==> config.mk <==
export PLATFORM = sky130hd
export DESIGN_NAME = servo_source_arbiter
export DESIGN_NICKNAME = d
export VERILOG_FILES = /design/src/rtl/servo_source_arbiter_pkg.sv /design/src/rtl/servo_source_arbiter_slew_channel.sv /design/src/rtl/servo_source_arbiter.sv
export SDC_FILE = /design/constraint.sdc
export NUM_CORES = 1
export LEC_CHECK = 0
export BUFFER_PORTS_ARGS = -buffer_cell sky130_fd_sc_hd__buf_2
export CAP_MARGIN = 20
export CORE_MARGIN = 5
export CORE_UTILIZATION = 57
export CTS_BUF_LIST = sky130_fd_sc_hd__clkbuf_16
export DETAILED_ROUTE_END_ITERATION = 8
export PLACE_DENSITY_LB_ADDON = 0.1
export SYNTH_ARGS = -nofsm -noshare
export SYNTH_HDL_FRONTEND = slang
export SYNTH_SLANG_ARGS = --single-unit
==> constraint.sdc <==
create_clock -name clk -period 5.2 [get_ports clk]
set_input_delay 1.56 -clock clk [delete_from_list [all_inputs] [get_ports clk]]
set_output_delay 1.56 -clock clk [all_outputs]
set_load 0.02 [all_outputs]
==> src/rtl/servo_source_arbiter_pkg.sv <==
// Shared definitions for the servo source arbiter.
// Holds the source codes, the angle packing width and slice helper,
// the clamp helper used by each channel and the ms-to-ticks conversion.
package servo_source_arbiter_pkg;

  localparam int ANGLE_W = 8;
  localparam int NUM_CH  = 3;
  localparam int PACK_W  = ANGLE_W * NUM_CH;

  // Source codes double as priorities: a larger code wins.
  typedef enum logic [1:0] {
    SRC_NONE = 2'd0,
    SRC_SEQ  = 2'd1,
    SRC_ACC  = 2'd2,
    SRC_MAN  = 2'd3
  } src_e;

  // Extract channel idx (0 = servo1) from a {servo3,servo2,servo1} word.
  function automatic logic [ANGLE_W-1:0] get_angle(input logic [PACK_W-1:0] packed_angles,
                                                   input int idx);
    return packed_angles[idx*ANGLE_W +: ANGLE_W];
  endfunction

  // Symmetric saturation of a two's complement angle to +/-limit.
  function automatic logic [ANGLE_W-1:0] clamp_angle(input logic [ANGLE_W-1:0] raw,
                                                     input logic [ANGLE_W-1:0] limit);
    logic signed [ANGLE_W-1:0] s_raw;
    logic signed [ANGLE_W-1:0] s_lim;
    s_raw = $signed(raw);
    s_lim = $signed(limit);
    if (s_raw > s_lim) begin
      return limit;
    end else if (s_raw < -s_lim) begin
      return -limit;
    end else begin
      return raw;
    end
  endfunction

  // Milliseconds to clock cycles; 64-bit product so 50 MHz * 500 ms fits.
  // Never returns less than one cycle so counters stay well formed.
  function automatic int ms_to_ticks(input int ms, input int clk_hz);
    longint unsigned prod;
    longint unsigned ticks;
    prod  = 64'(ms) * 64'(clk_hz);
    ticks = prod / 64'd1000;
    if (ticks < 64'd1) begin
      return 1;
    end else begin
      return int'(ticks);
    end
  endfunction

endpackage

==> src/rtl/servo_source_arbiter_slew_channel.sv <==
// One servo channel: target register, current (slewed) angle register,
// clamp on load and bounded step toward the target on each slew tick.
// Ports: clk, rst_a_n (sync, active-low), load / load_angle (new raw target),
//        tick (apply one slew step), angle (current), at_target (angle == target).
module servo_slew_channel
  import servo_source_arbiter_pkg::*;
#(
  parameter int MAX_STEP    = 2,
  parameter int ANGLE_LIMIT = 90
) (
  input  logic               clk,
  input  logic               rst_a_n,
  input  logic               load,
  input  logic [ANGLE_W-1:0] load_angle,
  input  logic               tick,
  output logic [ANGLE_W-1:0] angle,
  output logic               at_target
);

  localparam logic [ANGLE_W-1:0] LIMIT_A = ANGLE_W'(ANGLE_LIMIT);
  localparam logic [ANGLE_W-1:0] STEP_A  = ANGLE_W'(MAX_STEP);
  localparam logic [ANGLE_W:0]   STEP_D  = (ANGLE_W+1)'(MAX_STEP);
  localparam logic [ANGLE_W:0]   ONE_D   = (ANGLE_W+1)'(1);

  logic [ANGLE_W-1:0] target_q, target_d;
  logic [ANGLE_W-1:0] cur_q, cur_d;
  logic [ANGLE_W:0]   diff;
  logic [ANGLE_W:0]   mag;

  // Next target and next current angle; the step always uses the registered
  // target, so a load coinciding with a tick only takes effect next tick.
  always_comb begin
    target_d = target_q;
    cur_d    = cur_q;
    // Sign-extended 9-bit difference cannot overflow for 8-bit operands.
    diff = {target_q[ANGLE_W-1], target_q} - {cur_q[ANGLE_W-1], cur_q};
    mag  = diff[ANGLE_W] ? (~diff + ONE_D) : diff;
    if (tick) begin
      if (mag <= STEP_D) begin
        cur_d = target_q;
      end else if (diff[ANGLE_W]) begin
        cur_d = cur_q - STEP_A;
      end else begin
        cur_d = cur_q + STEP_A;
      end
    end else begin
      cur_d = cur_q;
    end
    if (load) begin
      target_d = clamp_angle(load_angle, LIMIT_A);
    end else begin
      target_d = target_q;
    end
  end

  // Channel state registers with synchronous reset to zero.
  always_ff @(posedge clk) begin
    if (!rst_a_n) begin
      target_q <= {ANGLE_W{1'b0}};
      cur_q    <= {ANGLE_W{1'b0}};
    end else begin
      target_q <= target_d;
      cur_q    <= cur_d;
    end
  end

  assign angle     = cur_q;
  assign at_target = (cur_q == target_q);

endmodule

==> src/rtl/servo_source_arbiter.sv <==
// Shares three servo channels between the sequencer (SEQ), accelerometer
// path (ACC) and manual switches (MAN). Fixed priority MAN > ACC > SEQ with
// an ownership hold window after each accepted update; each channel is
// clamped and slew-limited toward the granted target.
// Ports: clk, rst_a_n (sync, active-low), enable (low freezes everything),
//        {seq,acc,man}_valid/_angles (update strobes, {servo3,servo2,servo1}),
//        servo_angles (slewed output), owner (0 none,1 seq,2 acc,3 man),
//        settled (all channels at target), step_tick (slew step applied).
module servo_source_arbiter
  import servo_source_arbiter_pkg::*;
#(
  parameter int CLOCK_FREQ_HZ = 50000000,
  parameter int STEP_MS       = 1,
  parameter int MAX_STEP      = 2,
  parameter int HOLD_MS       = 500,
  parameter int ANGLE_LIMIT   = 90
) (
  input  logic              clk,
  input  logic              rst_a_n,
  input  logic              enable,
  input  logic              seq_valid,
  input  logic [PACK_W-1:0] seq_angles,
  input  logic              acc_valid,
  input  logic [PACK_W-1:0] acc_angles,
  input  logic              man_valid,
  input  logic [PACK_W-1:0] man_angles,
  output logic [PACK_W-1:0] servo_angles,
  output logic [1:0]        owner,
  output logic              settled,
  output logic              step_tick
);

  localparam int STEP_TICKS = ms_to_ticks(STEP_MS, CLOCK_FREQ_HZ);
  localparam int HOLD_TICKS = ms_to_ticks(HOLD_MS, CLOCK_FREQ_HZ);
  localparam int TICK_W     = (STEP_TICKS > 1) ? $clog2(STEP_TICKS) : 1;
  localparam int HOLD_W     = (HOLD_TICKS > 1) ? $clog2(HOLD_TICKS) : 1;

  localparam logic [TICK_W-1:0] STEP_LAST = TICK_W'(STEP_TICKS - 1);
  localparam logic [HOLD_W-1:0] HOLD_LAST = HOLD_W'(HOLD_TICKS - 1);

  src_e              owner_q, owner_d;
  logic [HOLD_W-1:0] hold_q, hold_d;
  logic [TICK_W-1:0] tick_cnt_q, tick_cnt_d;
  logic              step_tick_q, step_tick_d;

  src_e              cand_src;
  logic              accept;
  logic              wrap;
  logic [PACK_W-1:0] load_angles;
  logic [ANGLE_W-1:0] ch_angle [NUM_CH];
  logic [NUM_CH-1:0] ch_at_target;

  // Priority pick among strobes whose code is not below the current owner.
  always_comb begin
    cand_src = SRC_NONE;
    if (man_valid && (SRC_MAN >= owner_q)) begin
      cand_src = SRC_MAN;
    end else if (acc_valid && (SRC_ACC >= owner_q)) begin
      cand_src = SRC_ACC;
    end else if (seq_valid && (SRC_SEQ >= owner_q)) begin
      cand_src = SRC_SEQ;
    end else begin
      cand_src = SRC_NONE;
    end
  end

  assign accept = enable && (cand_src != SRC_NONE);

  // Route the winning source's angles to the channel load inputs.
  always_comb begin
    load_angles = {PACK_W{1'b0}};
    case (cand_src)
      SRC_SEQ: load_angles = seq_angles;
      SRC_ACC: load_angles = acc_angles;
      SRC_MAN: load_angles = man_angles;
      default: load_angles = {PACK_W{1'b0}};
    endcase
  end

  // Ownership and hold countdown; an accept on the expiry cycle wins.
  always_comb begin
    owner_d = owner_q;
    hold_d  = hold_q;
    if (!enable) begin
      owner_d = owner_q;
      hold_d  = hold_q;
    end else if (accept) begin
      owner_d = cand_src;
      hold_d  = HOLD_LAST;
    end else if (owner_q != SRC_NONE) begin
      if (hold_q == {HOLD_W{1'b0}}) begin
        owner_d = SRC_NONE;
      end else begin
        hold_d = hold_q - HOLD_W'(1);
      end
    end else begin
      owner_d = owner_q;
    end
  end

  // Free-running slew tick divider; frozen while disabled so phase survives.
  always_comb begin
    tick_cnt_d = tick_cnt_q;
    wrap       = 1'b0;
    if (enable) begin
      if (tick_cnt_q == STEP_LAST) begin
        tick_cnt_d = {TICK_W{1'b0}};
        wrap       = 1'b1;
      end else begin
        tick_cnt_d = tick_cnt_q + TICK_W'(1);
      end
    end else begin
      tick_cnt_d = tick_cnt_q;
    end
    step_tick_d = wrap;
  end

  // Arbiter and divider state registers with synchronous reset.
  always_ff @(posedge clk) begin
    if (!rst_a_n) begin
      owner_q     <= SRC_NONE;
      hold_q      <= {HOLD_W{1'b0}};
      tick_cnt_q  <= {TICK_W{1'b0}};
      step_tick_q <= 1'b0;
    end else begin
      owner_q     <= owner_d;
      hold_q      <= hold_d;
      tick_cnt_q  <= tick_cnt_d;
      step_tick_q <= step_tick_d;
    end
  end

  for (genvar i = 0; i < NUM_CH; i++) begin : g_ch
    servo_slew_channel #(
      .MAX_STEP   (MAX_STEP),
      .ANGLE_LIMIT(ANGLE_LIMIT)
    ) u_ch (
      .clk       (clk),
      .rst_a_n   (rst_a_n),
      .load      (accept),
      .load_angle(get_angle(load_angles, i)),
      .tick      (wrap),
      .angle     (ch_angle[i]),
      .at_target (ch_at_target[i])
    );
    assign servo_angles[i*ANGLE_W +: ANGLE_W] = ch_angle[i];
  end

  assign owner     = owner_q;
  assign settled   = &ch_at_target;
  assign step_tick = step_tick_q;

endmodule

# After elaboration in Yosys (flattened, before gate mapping)
# Index checks and enable logic that the tools add are counted.
# word_totals
wordCells,87
input_bits,78
regBits,92
# op_classes
reduce_logical,12
n_mux,28
magnitude_cmp,12
add_sub_neg,14
eq_ne,8
bitwise_logic,3
# op_table
cell,n
two-way mux 8 bit,12
two-way mux 25 bit,3
one-hot mux 24 bit (3 select lines),1
"adder 9 x 1 -> 9 bit, second input constant",3
"<= comparator 9 x 2 -> 1 bit, second input constant",3
two-way mux 9 bit,3
inverter 9 bit,3
subtractor 8 x 8 -> 9 bit,3
zero test 25 bit,1
"subtractor 25 x 1 -> 25 bit, second input constant",1
"adder 8 x 2 -> 8 bit, second input constant",3
== test 8 bit,3
"greater-than comparator 8 bit, second input constant",3
"less-than comparator 8 bit, second input constant",3
"subtractor 8 x 2 -> 8 bit, second input constant",3
"adder 16 x 1 -> 16 bit, second input constant",1
"== test 16 bit, second input constant",1
two-way mux 16 bit,1
two-way mux 2 bit,5
AND reduction 3 bit,3
nonzero test 2 bit,4
"== test 2 bit, second input constant",2
"greater-or-equal comparator 2 bit, first input constant",2
logical AND 1 bit,4
4 further kinds,6

# Logic depth before layout (Yosys ltp)
# logic_depth
depth_word,10
mapped_depth,18
ltp_nobuf,18

# By module
# From an unflattened synthesis, not the netlist that was laid out.
# unflattened
cells_unflattened,918
hier_area_um2,7388.3
# modules_own_cells
module,cells_per_inst,area_per_inst_um2,n_inst
servo_slew_channel,201,1604.0,3
servo_source_arbiter,315,2576.2,1

# Worst setup path before layout
# No wires, ideal clock.
# synth_timing
kind,input-to-reg
startpoint,in acc_valid
endpoint,reg g_ch[1].u_ch.target_q[6]
path_slack_ns,1.299
stages,13
required_ns,5.129
t_arrival_ns,3.830
path_cell_list,a21boi_1 > and2_1 > clkbuf_1 > clkbuf_1 > a22oi_1 > nand2_1 > a211o_1 > nand2_1 > a21o_1 > ha_1 > o21ai_0 > o21ai_0 > a21oi_1
# synth_between
elab_chain_cells,8
word_cells_on_any_way,13
cone_classes,order compare: 2; eq/ne: 3; mux: 5; reduce/logical: 3
# synth_rtl
item,line_no,source
"start, declared",servo_source_arbiter.sv:23,"input logic acc_valid,"
logical AND 1 bit (*),servo_source_arbiter.sv:58,end else if (acc_valid && (SRC_ACC >= owner_q)) begin
two-way mux 2 bit (*),servo_source_arbiter.sv:58,
two-way mux 2 bit (*),servo_source_arbiter.sv:56,if (man_valid && (SRC_MAN >= owner_q)) begin
== test 2 bit / == test 2 x 1 -> 1 bit (equally long branches),servo_source_arbiter.sv:72,case (cand_src)
one-hot mux 24 bit (3 select lines),servo_source_arbiter.sv:72,
less-than comparator 8 bit,servo_source_arbiter_pkg.sv:33,end else if (s_raw < -s_lim) begin
two-way mux 8 bit,servo_source_arbiter_pkg.sv:33,
two-way mux 8 bit,servo_source_arbiter_pkg.sv:31,if (s_raw > s_lim) begin
"end signal, assigned",servo_source_arbiter_slew_channel.sv:59,target_q <= {ANGLE_W{1'b0}};
"end signal, assigned",servo_source_arbiter_slew_channel.sv:62,target_q <= target_d;
"end, declared",servo_source_arbiter_slew_channel.sv:25,"logic [ANGLE_W-1:0] target_q, target_d;"
# Every way passes the cells marked *; elsewhere a longest branch is shown, timed or not.
# A chain may end at the register's enable or synchronous reset.

# Worst setup path in the final report
# layout_timing
startpoint,in acc_valid
endpoint,reg g_ch[0].u_ch.target_q[7]
# layout_between
elab_chain_cells,8
word_cells_on_any_way,13
cone_classes,order compare: 2; eq/ne: 3; mux: 5; reduce/logical: 3
# layout_rtl
item,line_no
logical AND 1 bit (*),servo_source_arbiter.sv:58
two-way mux 2 bit (*),servo_source_arbiter.sv:58
two-way mux 2 bit (*),servo_source_arbiter.sv:56
== test 2 bit / == test 2 x 1 -> 1 bit (equally long branches),servo_source_arbiter.sv:72
one-hot mux 24 bit (3 select lines),servo_source_arbiter.sv:72
less-than comparator 8 bit,servo_source_arbiter_pkg.sv:33
two-way mux 8 bit,servo_source_arbiter_pkg.sv:33
two-way mux 8 bit,servo_source_arbiter_pkg.sv:31
"end signal, assigned",servo_source_arbiter_slew_channel.sv:59
"end signal, assigned",servo_source_arbiter_slew_channel.sv:62
"end, declared",servo_source_arbiter_slew_channel.sv:25
# Marked as above.

==> results.sh <==
export IMPL_yosys_area_share_xor_xnor_pct=7.892
export IMPL_synth_top_cell_area_share_pct=26.77
export IMPL_worstPathArrival_ps=4500
export IMPL_muxShareOfSynthArea_pct=3.546
export IMPL_start_util_pct=57.76
export IMPL_nNetsFinal=1099
export IMPL_die_w_um=119.9
export IMPL_yosys_warnings=0
export IMPL_rsz0062_at_grt="no"
export IMPL_dp_slack_ps=686.8
export IMPL_htree_levels=3
export IMPL_synth_cell_types=77
export IMPL_vias=6641
export IMPL_antenna_found_initial=0
export IMPL_routed_via_density=5.929
export IMPL_synth_area_leaders="dfxtp_1 (27%), ha_1 (8.5%), a21oi_1 (5.9%), nor2_1 (4.5%), xnor2_1 (4.2%)"
export IMPL_grt_pass1_vias=6175
export IMPL_worst_pin_slew_ps=989.0
export IMPL_synth_seq_area_share_pct=26.77
export IMPL_grt_overflow_total=0
export IMPL_cts_tree="yes"
export IMPL_clockBufferDepth=2
export IMPL_clock_skew_ps=10.55
export IMPL_post_cts_resized=0
export IMPL_hold_viol=0
export IMPL_async_flop_share_pct=0
export IMPL_crit_required_ps=5420
export IMPL_drc=0
export IMPL_synth_adder_area_share_pct=10.29
export IMPL_dr_pass1_iters=5
export IMPL_yosysMostFrequentCell="dfxtp_1"
export IMPL_clk_pin_slew_ps=70
export IMPL_root_buffer="clkbuf_16"
export IMPL_status="finished clean"
export IMPL_num_rows=40
export IMPL_ys_flop_type="dfxtp_1"
export IMPL_synth_area_um2=6880
export IMPL_setup_slack_ps=922.7
export IMPL_fp_dieArea_um2=14370
export IMPL_ant_nets=0
export IMPL_finalWirelength_um=17920
export IMPL_synth_top_area_cell="dfxtp_1"
export IMPL_min_period_ps=4277
export IMPL_track_usage_pct=25.04
export IMPL_fin_util_pct=65.58
export IMPL_cts_setup_buffers=0
export IMPL_slew_violations=0
export IMPL_synth_edf_count=0
export IMPL_syn_area_per_cell_um2=7.854
export IMPL_hold_ws_ps=478.3
export IMPL_place_area_um2=7517
export IMPL_critPathLaunchType="primary input"
export IMPL_portBuffers=105
export IMPL_drv_cap=0
export IMPL_final_design_area_no_fill_um2=7811
export IMPL_worstSetupPathType="in2reg"
export IMPL_synth_compound_area_share_pct=24.60
export IMPL_ys_seq_elements=92
export IMPL_synth_commonest_cells="dfxtp_1 (92), nor2_1 (83), a21oi_1 (81), nand2_1 (76), inv_1 (58)"
export IMPL_cp_end_kind="flip-flop"
export IMPL_core_um2=11910
export IMPL_fin_tns_setup_ps=0
export IMPL_fillCellCount=1095
export IMPL_p_total_mw=2.171
export IMPL_synthCells=876
export IMPL_critical_path_peak_fanout=20
export IMPL_drive_gt1_share_pct=15.62
export IMPL_ios=106
export IMPL_yosys_area_share_simple_pct=21.66
export IMPL_slew_headroom_pct=33.67
export IMPL_fmax_mhz=233.8
export IMPL_irDropWorstVdd_v=0.0001896
export IMPL_fin_crit_sh_pct=82.26
export IMPL_gp_congestion=0.8926
export IMPL_p_per_area_nw_per_um2=277.9
export IMPL_synth_fp_nets=1007
export IMPL_placed_cells=1104
export IMPL_wire_per_inst_um=16.00
export IMPL_fin_cells=1120
export IMPL_drtIter0Drc=431
export IMPL_synth_top_family_by_area="compound AO/OA/AOI/OAI gates"
export IMPL_die_height_um=119.9
export IMPL_hpwl_um=13780
export IMPL_grt_max_degree=36
export IMPL_cts_buffers=9
export IMPL_grt_pass1_wl_um=29880
export IMPL_insertedDiodeCount=0
export IMPL_p_leak_nw=3.403
export IMPL_setup_viol=0
export IMPL_cts_sinks=92
export IMPL_area_growth_pct=13.53
export IMPL_holdBufCountCts=0
export IMPL_min_path_type="reg2reg"
export IMPL_clock_latency_ps=340
==> routing by layer <==
metal | global-route usage, % | vias up | routed length (µm)
met5 | 0 | - | 0
met4 | 6.156 | 0 | 223
met3 | 3.393 | 17 | 916
met2 | 39.55 | 185 | 7854
met1 | 36.20 | 3058 | 8920
li1 | - | 3381 | -
==> cell usage in the layout (no fill, tap or decap), types with 33 or more instances in the layout <==
cell | Yosys | layout
buf_2 | 0 | 105
dfxtp_1 | 92 | 92
nor2_1 | 83 | 83
a21oi_1 | 81 | 81
nand2_1 | 76 | 76
inv_1 | 58 | 59
ha_1 | 47 | 47
o21ai_0 | 42 | 42
xnor2_1 | 33 | 33
==> worst max-delay path: stages <==
cell and delay, ps:
buf_2 120, a21boi_1 420, and2_1 700, a222oi_1 270
nor2_1 160, o21ai_0 90, a211oi_1 840, nor3_1 120
a21oi_1 160, nor2_1 50
==> cells by family after synthesis <==
family | after synthesis
compound gates | 253
flops | 92
fa+ha+maj | 53
mux | 24
xor+xnor | 62
simple gates | 301
buf+inv | 91
==> path summary, 6_finish.rpt <==
check / cells after the start / slack (ps) / endpoint / start
hold / removal: 2 / 480 / hold_q[6]$_SDFFE_PN0P_ / hold_q[6]$_SDFFE_PN0P_
hold reg to reg: 2 / 480 / hold_q[6]$_SDFFE_PN0P_ / hold_q[6]$_SDFFE_PN0P_
setup / recovery: 10 / 920 / g_ch[0].u_ch.target_q[7]$_SDFFE_PN0P_ / acc_valid
setup reg to reg: 11 / 1110 / g_ch[2].u_ch.angle[3]$_SDFFE_PN0P_ / g_ch[2].u_ch.angle[1]$_SDFFE_PN0P_
==> flip-flops by register name (all words and copies together), names as in the netlist <==
name,flops
step_tick,1
g_ch.u_ch.target_q,24
owner,2
tick_cnt_q,16
g_ch.u_ch.angle,24
hold_q,25
==> layout make-up <==
type / instances / area (µm²) / share of cell area, %
Clock buffer: 9 / 225.2 / 2.883
Clock inverter: 7 / 68.82 / 0.8810
Inverter: 59 / 221.5 / 2.835
Multi-Input combinational cell: 693 / 4684 / 59.97
Sequential cell: 92 / 1842 / 23.58
Tap cell: 147 / 183.9 / 2.355
Timing Repair Buffer: 113 / 585.6 / 7.496
==> power by group <==
group | internal [mW] | switching (mW)
clock network | 0.370 | 0.274
registers | 0.739 | 0.0394
logic | 0.322 | 0.426
No activity file was read; power rests on OpenSTA's default activity.
